[src/rtl/lite_mailbox_pkg.sv]
// Shared constants for the Xillybus Lite mailbox:
// register word offsets, ID value, IRQ bits and STATUS fields.
package lite_mailbox_pkg;

  localparam logic [2:0] REG_ID         = 3'd0;
  localparam logic [2:0] REG_SCRATCH    = 3'd1;
  localparam logic [2:0] REG_TX_DATA    = 3'd2;
  localparam logic [2:0] REG_RX_DATA    = 3'd3;
  localparam logic [2:0] REG_STATUS     = 3'd4;
  localparam logic [2:0] REG_IRQ_STATUS = 3'd5;
  localparam logic [2:0] REG_IRQ_ENABLE = 3'd6;

  localparam logic [31:0] MBOX_ID = 32'h4D424F58;

  localparam int IRQ_RX_AVAIL   = 0;
  localparam int IRQ_TX_DRAINED = 1;
  localparam int IRQ_OVERFLOW   = 2;
  localparam int IRQ_UNDERFLOW  = 3;

  localparam int ST_TX_COUNT = 0;
  localparam int ST_RX_COUNT = 8;
  localparam int ST_TX_FULL  = 16;
  localparam int ST_RX_EMPTY = 17;

endpackage

[src/rtl/mbox_fifo.sv]
// First-word-fall-through FIFO; data_out shows the head
// combinationally and reads as zero while empty.
module mbox_fifo #(
  parameter int DEPTH_LOG2 = 4,
  parameter int WIDTH      = 32
) (
  input  logic                  clk,
  input  logic                  rst,
  input  logic                  push,
  input  logic [WIDTH-1:0]      data_in,
  input  logic                  pop,
  output logic [WIDTH-1:0]      data_out,
  output logic                  full,
  output logic                  empty,
  output logic [DEPTH_LOG2:0]   count
);

  localparam int DEPTH = 1 << DEPTH_LOG2;
  localparam logic [DEPTH_LOG2:0] FULL_CNT =
    {1'b1, {DEPTH_LOG2{1'b0}}};

  logic [WIDTH-1:0]      mem [DEPTH];
  logic [DEPTH_LOG2-1:0] wptr;
  logic [DEPTH_LOG2-1:0] rptr;
  logic [DEPTH_LOG2:0]   cnt;
  logic                  do_push;
  logic                  do_pop;

  assign full    = (cnt == FULL_CNT);
  assign empty   = (cnt == '0);
  assign count   = cnt;
  assign do_push = push & ~full;
  assign do_pop  = pop & ~empty;

  assign data_out = empty ? '0 : mem[rptr];

  always_ff @(posedge clk or posedge rst) begin
    if (rst) begin
      wptr <= '0;
      rptr <= '0;
      cnt  <= '0;
    end else begin
      if (do_push) wptr <= wptr + 1'b1;
      if (do_pop)  rptr <= rptr + 1'b1;
      cnt <= cnt
           + {{DEPTH_LOG2{1'b0}}, do_push}
           - {{DEPTH_LOG2{1'b0}}, do_pop};
    end
  end

  // Storage is not reset; empty masks stale words.
  always_ff @(posedge clk) begin
    if (do_push) mem[wptr] <= data_in;
  end

endmodule

[src/rtl/lite_mailbox.sv]
// Xillybus Lite register mailbox: ID, scratch, TX/RX FIFOs,
// status and a level interrupt with sticky W1C flags.
module lite_mailbox
  import lite_mailbox_pkg::*;
#(
  parameter int          DEPTH_LOG2    = 4,
  parameter logic [31:0] SCRATCH_RESET = 32'h0
) (
  input  logic        bus_clk,
  input  logic        bus_rst,
  input  logic        user_wren,
  input  logic [3:0]  user_wstrb,
  input  logic        user_rden,
  input  logic [31:0] user_addr,
  input  logic [31:0] user_wr_data,
  output logic [31:0] user_rd_data,
  output logic        user_irq,
  output logic [31:0] tx_data,
  output logic        tx_valid,
  input  logic        tx_ready,
  input  logic [31:0] rx_data,
  input  logic        rx_valid,
  output logic        rx_ready
);

  localparam logic [DEPTH_LOG2:0] CNT_ONE =
    {{DEPTH_LOG2{1'b0}}, 1'b1};

  logic [2:0]          idx;
  logic                tx_full, tx_empty;
  logic                rx_full, rx_empty;
  logic [DEPTH_LOG2:0] tx_count, rx_count;
  logic [31:0]         rx_head;
  logic                wr_tx, tx_push, tx_pop;
  logic                rd_rx, rx_pop, rx_push;
  logic                ovf_set, unf_set, drain_set;
  logic [3:1]          w1c;
  logic [3:1]          sticky;
  logic [3:0]          irq_en;
  logic [3:0]          irq_status;
  logic [31:0]         scratch;
  logic [31:0]         status;
  logic [31:0]         rd_mux;

  assign idx = user_addr[4:2];

  assign wr_tx   = user_wren && idx == REG_TX_DATA
                && user_wstrb == 4'hF;
  assign tx_push = wr_tx & ~tx_full;
  assign ovf_set = wr_tx & tx_full;
  assign tx_valid = ~tx_empty;
  assign tx_pop  = tx_valid & tx_ready;

  assign rd_rx   = user_rden && idx == REG_RX_DATA;
  assign rx_pop  = rd_rx & ~rx_empty;
  assign unf_set = rd_rx & rx_empty;
  assign rx_ready = ~rx_full;
  assign rx_push = rx_valid & rx_ready;

  // Last word leaving with nothing arriving behind it.
  assign drain_set = tx_pop && tx_count == CNT_ONE && !tx_push;

  assign w1c = (user_wren && idx == REG_IRQ_STATUS
             && user_wstrb[0]) ? user_wr_data[3:1] : 3'b0;

  mbox_fifo #(.DEPTH_LOG2(DEPTH_LOG2), .WIDTH(32)) u_tx (
    .clk      (bus_clk),
    .rst      (bus_rst),
    .push     (tx_push),
    .data_in  (user_wr_data),
    .pop      (tx_pop),
    .data_out (tx_data),
    .full     (tx_full),
    .empty    (tx_empty),
    .count    (tx_count)
  );

  mbox_fifo #(.DEPTH_LOG2(DEPTH_LOG2), .WIDTH(32)) u_rx (
    .clk      (bus_clk),
    .rst      (bus_rst),
    .push     (rx_push),
    .data_in  (rx_data),
    .pop      (rx_pop),
    .data_out (rx_head),
    .full     (rx_full),
    .empty    (rx_empty),
    .count    (rx_count)
  );

  always_ff @(posedge bus_clk or posedge bus_rst) begin
    if (bus_rst) begin
      scratch <= SCRATCH_RESET;
    end else if (user_wren && idx == REG_SCRATCH) begin
      for (int b = 0; b < 4; b++) begin
        if (user_wstrb[b])
          scratch[8*b +: 8] <= user_wr_data[8*b +: 8];
      end
    end
  end

  // Sets are OR-ed after the clear so a same-cycle set wins.
  always_ff @(posedge bus_clk or posedge bus_rst) begin
    if (bus_rst) begin
      sticky <= '0;
      irq_en <= '0;
    end else begin
      sticky <= (sticky & ~w1c)
              | {unf_set, ovf_set, drain_set};
      if (user_wren && idx == REG_IRQ_ENABLE && user_wstrb[0])
        irq_en <= user_wr_data[3:0];
    end
  end

  always_comb begin
    irq_status = '0;
    irq_status[IRQ_RX_AVAIL]   = ~rx_empty;
    irq_status[IRQ_TX_DRAINED] = sticky[IRQ_TX_DRAINED];
    irq_status[IRQ_OVERFLOW]   = sticky[IRQ_OVERFLOW];
    irq_status[IRQ_UNDERFLOW]  = sticky[IRQ_UNDERFLOW];
  end

  always_comb begin
    status = '0;
    status[ST_TX_COUNT +: 8] = 8'(tx_count);
    status[ST_RX_COUNT +: 8] = 8'(rx_count);
    status[ST_TX_FULL]       = tx_full;
    status[ST_RX_EMPTY]      = rx_empty;
  end

  always_comb begin
    rd_mux = '0;
    case (idx)
      REG_ID:         rd_mux = MBOX_ID;
      REG_SCRATCH:    rd_mux = scratch;
      REG_RX_DATA:    rd_mux = rx_head;
      REG_STATUS:     rd_mux = status;
      REG_IRQ_STATUS: rd_mux = {28'b0, irq_status};
      REG_IRQ_ENABLE: rd_mux = {28'b0, irq_en};
      default:        rd_mux = '0;
    endcase
  end

  always_ff @(posedge bus_clk or posedge bus_rst) begin
    if (bus_rst) begin
      user_rd_data <= '0;
      user_irq     <= 1'b0;
    end else begin
      if (user_rden) user_rd_data <= rd_mux;
      user_irq <= |(irq_status & irq_en);
    end
  end

endmodule
[config.mk]
export PLATFORM = sky130hd
export DESIGN_NAME = lite_mailbox
export DESIGN_NICKNAME = d
export VERILOG_FILES = /design/src/rtl/lite_mailbox_pkg.sv /design/src/rtl/mbox_fifo.sv /design/src/rtl/lite_mailbox.sv
export SDC_FILE = /design/constraint.sdc
export NUM_CORES = 1
export LEC_CHECK = 0
export CAP_MARGIN = 30
export CORE_UTILIZATION = 45
export DETAILED_ROUTE_END_ITERATION = 7
export SETUP_SLACK_MARGIN = 0.5
export SLEW_MARGIN = 5
export SYNTH_ARGS = -nofsm -noshare
export SYNTH_HDL_FRONTEND = slang
export SYNTH_HIERARCHICAL = 1
export SYNTH_SLANG_ARGS = --single-unit
[constraint.sdc]
create_clock -name bus_clk -period 6 [get_ports bus_clk]
set_input_delay 1.5 -clock bus_clk [delete_from_list [all_inputs] [get_ports bus_clk]]
set_output_delay 1.5 -clock bus_clk [all_outputs]
set_load 0.02 [all_outputs]
==> out/metrics.cfg <==
[status]
outcome = completed

[die]
placementRows = 114
core_region_area_um2 = 96700
num_io_pins = 173
die-height_um = 314
die_w_um = 314
dieArea_um2 = 98800
start_util_pct = 45.4

[job]
cap_violations = 0

[sta]
setup_violations = 0
clock_skew_ns = 0.0268
slew_violations = 0
relSlewSlack_pct = 34.5
tightest_slew_ns = 0.983
fmax_mhz = 189
finalCriticalPeriod_ns = 5.28
fin_hold_ws_ns = 0.489
setup_tns_ns = 0
fin_crit_sh_pct = 88.0
hold_violations = 0
rsz0062_at_grt = no

[place]
hpwlAfterDp_mm = 59.8
dp.cells = 3459
io_buffers = 143
gp_congestion = 0.810
dpl_cell_area_um2 = 47100

[detailed_routing]
drt_iter0_drc = 1625
ant_nets = 0
detail_route.wl_per_cell_um = 27.1
firstDrtPassIters = 8
vias = 21000
drc_errors = 0
vias_per_cell = 5.71
routed_wl_mm = 99.5

[power_and_ir_drop]
clkPwrFrac_pct = 29.9
internal_power_w = 0.0158
switching_share_pct = 29.1
p_per_area_nw_per_um2 = 441
comb_power_share_pct = 26.9
p_seq_share_pct = 43.2
p_leak_nw = 16.8
p_sw_w = 0.00650
ir_drop_v = 0.000277

[clocking]
cts_tree = yes
htree_levels = 3
cts_sinks = 1122
cts_resized = 0
clk_latency_ns = 0.68
cts_buffer_depth = 3
clk_pin_slew_ns = 0.06
cts_setup_buffers = 0
cts_hold_buffers = 0
root_buffer = clkbuf_16
cts_buffers = 113

[worst_setup_path]
cp_max_fo = 38
r2r_setup_slack_ns = 2.02
critPathCaptureType = output pin
critical_path_arrival_ns = 3.78
criticalPathCategory = reg2out
crit_chain = buf_4 -> mux4_2 -> mux2i_1 -> o221ai_1 -> clkdlybuf4s50_1
start_kind = register
crit_slowest_cell = dfrtp_2
critPathRequiredTime_ns = 4.50
critPathMaxStageDelay_ns = 0.97

[logic_synthesis]
synth_cells = 2087
synth_edf_count = 1024
async_flop_share_pct = 8.73
avgSynthCellArea_um2 = 21.0
synth_area_leaders = edfxtp_1 (70%), mux4_2 (13%), dfrtp_1 (5.6%)
synth_top_area_cell = edfxtp_1
synthDominantCellAreaShare_pct = 70.0
netlist_area_um2 = 43900
yosys_warnings = 6
yosysSeqAreaShare_pct = 75.6
syn_nets = 2217
synth-main-ff-cell = edfxtp_1
synth_seq_cells = 1122
yosys.cell_types.count = 53

[layout]
fin_cells = 3670
nets = 2429
area_growth_pct = 15.4
drive_gt1_share_pct = 23.3
nFillCells = 7622
stdcell_area_um2 = 50700

[grt]
antenna_found_initial = 13
grt_pass1_wl_mm = 146
grt.overflow.total = 0
grt_max_degree = 73
grt_pass1_vias = 22100
gr-usage-all-layers_pct = 20.4

[min_path]
hold_path_class = reg2reg

[cell usage in the layout, fill, tap and decap left out, types with 17 or more instances in the layout]
cell	netlist	routed
nand2_1	18	18
buf_12	0	17
o221ai_1	64	64
clkinv_1	0	22
mux4_2	256	256
and2_2	0	24
clkinv_2	0	19
edfxtp_1	1024	1024
inv_1	108	107
clkbuf_16	0	117
clkbuf_1	39	37
mux2_2	36	36
ha_1	22	22
dfrtp_1	98	92
nand3_1	72	72
clkdlybuf4s50_1	0	142
buf_4	10	47
mux2i_1	84	84
o2bb2ai_1	28	28
[sequential cells by signal, summed over array words and instances, names as in the netlist, 5 cells and up]
signal,cells
scratch,32
u_rx/count,5
u_rx/mem,512
u_tx/count,5
u_tx/mem,512
user_rd_data,32
[power by group through the flow]
| stage | Combinational, W | Clock [W] | Sequential [W] |
|---|---|---|---|
| floorplan | 0.00434 | 0 | 0.00944 |
| global placement | 0.00603 | 0 | 0.00979 |
| detailed placement | 0.00611 | 0 | 0.00982 |
| CTS | 0.00612 | 0.00682 | 0.00966 |
| global route | 0.00644 | 0.00711 | 0.00972 |
| finish | 0.00602 | 0.00668 | 0.00965 |
[path summary, 6_finish.rpt]
| path | startpoint | endpoint | cells after the start |
|---|---|---|---|
| max | u_tx/rptr[3] | tx_data[3] | 5 |
| max in group asynchronous | bus_rst | u_rx/rptr[0] | 2 |
| max reg2reg | u_tx/count[2] | u_tx/count[4] | 15 |
| min reg2reg | user_rd_data[30] | user_rd_data[30] | 1 |
| min | user_rd_data[30] | user_rd_data[30] | 1 |
| min in group asynchronous | bus_rst | scratch[1] | 3 |
[cell usage after synthesis, types with 9 or more instances]
library cell  instances
ha_1                 22
buf_4                10
o2bb2ai_1            28
nor2_1               21
buf_6                12
edfxtp_1           1024
dfrtp_1              98
nand2b_1             12
a21oi_1               9
and2_1               24
inv_1               108
clkbuf_1             39
xnor2_1              12
nand3_1              72
mux2i_1              84
buf_2                47
nand2_1              18
mux4_2              256
mux2_2               36
o221ai_1             64
[worst max-delay path: cells and delay by family, from the launching register on]
family,cells,cell delay (ns)
buffers and inverters,2,1.22
muxes,2,0.67
AOI/OAI and AO/OA,1,0.21
DFF,1,0.97
[cell families after synthesis]
logic type	synth area share (%)
AO/OA/AOI/OAI	2.60
XOR/XNOR	0.399
adder cells (fa/ha/maj)	0.718
buffers and inverters	2.30
flip-flops	75.6
multiplexers	16.0
AND/OR/NAND/NOR	2.34
[area by class of cell]
class / count / area, um^2 / area share, %
antenna: 2 / 5.00 / 0.00987
clock buffer: 158 / 3120 / 6.16
clock inverter: 50 / 393 / 0.775
inverter: 108 / 407 / 0.802
multi-input combinational: 746 / 9810 / 19.3
sequential: 1122 / 33200 / 65.5
tap: 1276 / 1600 / 3.15
timing repair buffer: 208 / 2150 / 4.24
[routing by layer]
metal | vias up | global-route usage (%) | wire length, um
li1 | 9020 | - | -
met1 | 11200 | 26.4 | 39700
met2 | 595 | 34.8 | 50700
met3 | 163 | 4.57 | 6490
met4 | 20 | 5.86 | 2460
met5 | - | 0 | 128
[per-stage QoR]
stage	util (%)	worst slack (ns)	total power, W
5_1_grt	52.4	0.587	0.0233
3_3_place_gp	48.7	0.830	0.0158
6_report	52.4	0.722	0.0223
2_1_floorplan	-	1.56	0.0138
4_1_cts	52.4	0.595	0.0226
3_5_place_dp	48.8	0.817	0.0159
Power figures use the tool's default switching activity.
